<file path="src/rtl/usbf_dma_arb.sv">
// Round-robin arbiter sharing one DMA channel among four endpoint register files.
// Each grant lasts up to BURST_MAX acks, followed by GAP idle cycles before re-arbitration.
module usbf_dma_arb #(
  parameter int BURST_MAX = 8,
  parameter int GAP       = 2
) (
  input  logic       clk,
  input  logic       rst,
  input  logic [3:0] ep_dma_req,
  input  logic [3:0] ep_en,
  output logic [3:0] ep_dma_ack,
  output logic       dma_req,
  input  logic       dma_ack,
  output logic [1:0] dma_sel,
  output logic       dma_busy,
  output logic       ack_err
);

  typedef enum logic [1:0] {
    IDLE    = 2'd0,
    GRANT   = 2'd1,
    RELEASE = 2'd2
  } state_t;

  state_t     state_reg, state_next;
  logic [1:0] sel_reg, sel_next;
  logic [1:0] last_reg, last_next;
  logic [3:0] burst_reg, burst_next;
  logic [2:0] gap_reg, gap_next;
  logic       err_reg, err_next;

  logic [3:0] m;
  logic       cur_req;
  logic       fwd;
  logic       go_rel;
  logic [1:0] pick;
  logic [1:0] cand [4];
  logic [3:0] hit;

  assign m       = ep_dma_req & ep_en;
  assign cur_req = m[sel_reg];
  assign fwd     = dma_ack & (state_reg == GRANT) & cur_req;

  // Search order starts just after the previous owner and ends on it.
  genvar gi;
  generate
    for (gi = 0; gi < 4; gi++) begin : g_cand
      assign cand[gi] = last_reg + 2'(gi + 1);
      assign hit[gi]  = m[cand[gi]];
    end
  endgenerate

  always_comb begin
    pick = last_reg;
    for (int k = 3; k >= 0; k--) begin
      if (hit[k]) pick = cand[k];
    end
  end

  always_ff @(posedge clk or negedge rst) begin
    if (!rst) begin
      state_reg <= IDLE;
      sel_reg   <= 2'd0;
      last_reg  <= 2'd3;
      burst_reg <= 4'd0;
      gap_reg   <= 3'd0;
      err_reg   <= 1'b0;
    end else begin
      state_reg <= state_next;
      sel_reg   <= sel_next;
      last_reg  <= last_next;
      burst_reg <= burst_next;
      gap_reg   <= gap_next;
      err_reg   <= err_next;
    end
  end

  always_comb begin
    state_next = state_reg;
    sel_next   = sel_reg;
    last_next  = last_reg;
    burst_next = burst_reg;
    gap_next   = gap_reg;
    go_rel     = 1'b0;
    // Any ack that is not forwarded to an endpoint is stray.
    err_next   = dma_ack & ~fwd;
    case (state_reg)
      IDLE: begin
        if (m != 4'd0) begin
          state_next = GRANT;
          sel_next   = pick;
          burst_next = 4'd0;
        end
      end
      GRANT: begin
        if (!cur_req) begin
          go_rel = 1'b1;
        end else if (dma_ack) begin
          burst_next = burst_reg + 4'd1;
          if (burst_reg == 4'(BURST_MAX - 1)) go_rel = 1'b1;
        end
        if (go_rel) begin
          state_next = RELEASE;
          last_next  = sel_reg;
          gap_next   = 3'(GAP - 1);
        end
      end
      RELEASE: begin
        if (gap_reg == 3'd0) state_next = IDLE;
        else                 gap_next   = gap_reg - 3'd1;
      end
      default: state_next = IDLE;
    endcase
  end

  always_comb begin
    dma_req    = (state_reg == GRANT) & cur_req;
    ep_dma_ack = fwd ? (4'b0001 << sel_reg) : 4'b0000;
    dma_sel    = sel_reg;
    dma_busy   = (state_reg != IDLE);
    ack_err    = err_reg;
  end

endmodule

</file>
<file path="config.mk">
export PLATFORM = sky130hd
export DESIGN_NAME = usbf_dma_arb
export DESIGN_NICKNAME = d
export VERILOG_FILES = /design/src/rtl/usbf_dma_arb.sv
export SDC_FILE = /design/constraint.sdc
export NUM_CORES = 1
export LEC_CHECK = 0
export CAP_MARGIN = 10
export CORE_AREA = 3 3 45 47
export CTS_CLUSTER_DIAMETER = 30
export CTS_CLUSTER_SIZE = 14
export DETAILED_ROUTE_END_ITERATION = 6
export DIE_AREA = 0 0 48 50
export PLACE_DENSITY = 0.77
export SLEW_MARGIN = 20
export SYNTH_ARGS = -nofsm -noshare
export SYNTH_HDL_FRONTEND = slang
export SYNTH_SLANG_ARGS = --single-unit
</file>
<file path="constraint.sdc">
create_clock -name clk -period 3 [get_ports clk]
set_input_delay 0.6 -clock clk [delete_from_list [all_inputs] [get_ports clk]]
set_output_delay 0.6 -clock clk [all_outputs]
set_load 0.05 [all_outputs]
</file>
==> flow_summary.yaml <==
outcome:
  status: "finished clean"
global_routing:
  grt_max_degree: 15
  grt_pass1_vias: 698
  grt_usage_pct: 17.6
  antenna_found_initial: 0
  grt_pass1_wl_um: 3130
  grt_overflow: 0
power:
  intPower_mw: 0.536
  ir_worst_vdd_v: 0.000601
  power_density_nw_per_um2: 815
  cellLeakagePower_nw: 0.487
  comb_power_share_pct: 51.9
  power_frac_clock_pct: 11.3
  seq_power_share_pct: 36.8
  switching_power_mw: 0.416
  power.share.switching_pct: 43.7
worst_setup_path:
  crit_type: "primary input to primary output"
  slowest_delay_ns: 0.60
  end_kind: "primary output"
  crit_family: "buffers and inverters"
  path_cells: "clkdlybuf4s50_1 -> nand2_2 -> mux4_2 -> nor4_2 -> buf_12"
  cp_slowest_cell: "mux4_2"
  crit_buf_inv: 2
  startpoint_type: "primary input"
  worst_ep_required_time_ns: 2.40
  cp_max_fo: 7
  crit_arrival_ns: 2.35
clock_tree:
  clockBufferDepth: 2
  cts_resized: 0
  root_buffer: "clkbuf_4"
  cts_tree: "built"
  clk_pin_slew_ns: 0.08
  insertion_delay_ns: 0.28
  clock-sinks: 14
  post_cts_buffers: 0
  cts_buffers: 3
  cts_hold_buf: 0
  cts_max_level: 1
sta:
  post-route-period-util_pct: 98.4
  rsz0062_at_grt: "yes"
  layout_setup_ws_ns: 0.0494
  setup_violations: 0
  tightestPinTransition_ns: 0.614
  max_freq_ghz: 0.339
  slew_headroom_pct: 58.9
  clock_skew_ns: 0.00616
  slew_violations: 0
  min_period_ns: 2.95
  hold_viol: 0
  worst_hold_slack_ns: 0.525
cells_and_area:
  final-seq-area_um2: 353
  diodes: 0
  layout.cells.non_filler: 125
  post-route-cell-area_um2: 1170
  drive_gt1_share_pct: 22.2
  nets: 123
  multi_input_area_um2: 487
  utilization_pct: 69.2
  largest_reg_flops: 4
  nFillCells: 126
  syn_to_final_growth_pct: 41.5
min_path:
  hp-class: "flip-flop to flip-flop"
routing:
  wl_per_cell_um: 14.2
  vias: 731
  drt_pass1_iterations: 4
  drt_iter0_markers: 14
  viasPerCell: 5.85
  drt.antenna.violating_nets: 0
  wl_um: 1780
  drcViolationCount: 0
yosys:
  synthDistinctLibCells: 34
  ys_ff_latch: 14
  yosys.area_share.simple_pct: 25.3
  synth_compound_area_share_pct: 13.3
  synth_edf_count: 0
  synth_ff_type: "dfrtp_1"
  ys_seq_area_share_pct: 42.7
  synth_mux_area_share_pct: 10.3
  yosys_warnings: 0
  syn_area_um2: 826
  synth_fa_ha_area_share_pct: 4.55
  postSynthCellCount: 82
  synth_xor_area_share_pct: 1.06
  async_flop_share_pct: 100
  synth_top_family_by_area: "simple AND/OR/NAND/NOR gates"
  synth_area_per_cell_um2: 10.1
  syn_nets: 96
place:
  io_buffer_count: 19
  dpl_cell_area_um2: 1120
  dp_cells: 121
  post-dp-hpwl_um: 1360
  place_ws_ns: 0.0396
  place_congestion: 0.875
die:
  core_area_um2: 1690
  pin_count: 20
  die_h_um: 50
  die_area_um2: 2400
  die_width_um: 48
  start_util_pct: 48.9
  num_rows: 15
job:
  maxCapViolations: 0
-- cell usage after synthesis (2+ instances only) --
cell type | count | share of area, %
a21oi_1 | 4 | 2.4
and2_1 | 3 | 2.3
dfrtp_1 | 12 | 36
dfstp_2 | 2 | 6.4
ha_1 | 3 | 4.5
inv_1 | 3 | 1.4
mux2_2 | 2 | 2.7
mux2i_1 | 4 | 4.8
nand2_1 | 10 | 4.5
nand2b_1 | 3 | 2.3
nand3_1 | 2 | 1.2
nor2_1 | 5 | 2.3
nor2b_1 | 3 | 2.3
nor3b_1 | 2 | 1.8
nor4b_1 | 2 | 2.1
o21ai_0 | 3 | 1.8
o31ai_1 | 2 | 1.8
-- routing by layer --
layer	global-route usage, %	vias up	wire length, um
li1	-	354	-
met1	24.3	346	769
met2	27.1	29	892
met3	5.47	2	111
met4	2.69	0	1
met5	0	-	0
-- through the flow --
| step | TNS [ns] | power (mW) |
|---|---|---|
| 2_1_floorplan | -0.0548 | 0.678 |
| 3_3_place_gp | 0 | 0.815 |
| 3_5_place_dp | 0 | 0.829 |
| 4_1_cts | 0 | 0.942 |
| 5_1_grt | -0.0545 | 1.03 |
| 6_report | 0 | 0.952 |
-- logic make-up after synthesis --
| kind of cell | after synthesis |
|---|---|
| AND/OR/NAND/NOR | 37 |
| AO/OA/AOI/OAI | 16 |
| flip-flops | 14 |
| multiplexers | 7 |
| buffers and inverters | 4 |
| adder cells (fa/ha/maj) | 3 |
| XOR/XNOR | 1 |
-- final timing paths --
path                       cells past startpoint  slack [ns]       endpoint          from
max                                            5        0.05  ep_dma_ack[0]      ep_en[3]
min                                            1        0.53   burst_reg[0]  burst_reg[0]
max reg2reg                                    4        0.86   burst_reg[3]    dma_sel[1]
min reg2reg                                    1        0.53   burst_reg[0]  burst_reg[0]
max in group asynchronous                      1        1.90   state_reg[1]           rst
min in group asynchronous                      1        0.70     gap_reg[2]           rst
-- layout by cell type (no fill, tap or decap), drive strengths merged, types with 2 or more instances in the layout --
master / Yosys / routed
nor2b: 3 / 3
mux2: 2 / 2
ha: 3 / 3
nand2: 11 / 11
mux2i: 4 / 4
and2: 3 / 3
nor3b: 2 / 2
o31ai: 2 / 2
o21ai: 4 / 4
a21oi: 4 / 4
inv: 3 / 3
clkdlybuf4s50: 0 / 14
dfrtp: 12 / 12
nand2b: 3 / 3
nand3: 2 / 2
buf: 1 / 9
nor2: 5 / 5
nor4b: 2 / 2
clkbuf: 0 / 4
dfstp: 2 / 2
-- cell type report --
cell class                 count  area share, %
timing repair buffer          23           23.1
sequential                    14           30.2
clock buffer                   4           2.25
multi-input combinational     64           41.6
tap                           17           1.82
inverter                       3          0.964
-- power by group through the flow --
stage               Clock [mW]  Sequential [mW]  Combinational (mW)
floorplan                    0            0.379               0.298
global placement             0            0.343               0.472
detailed placement           0            0.346               0.483
CTS                      0.114            0.344               0.485
global route             0.124            0.365               0.543
finish                   0.108            0.350               0.494
Power figures use the tool's default switching activity.
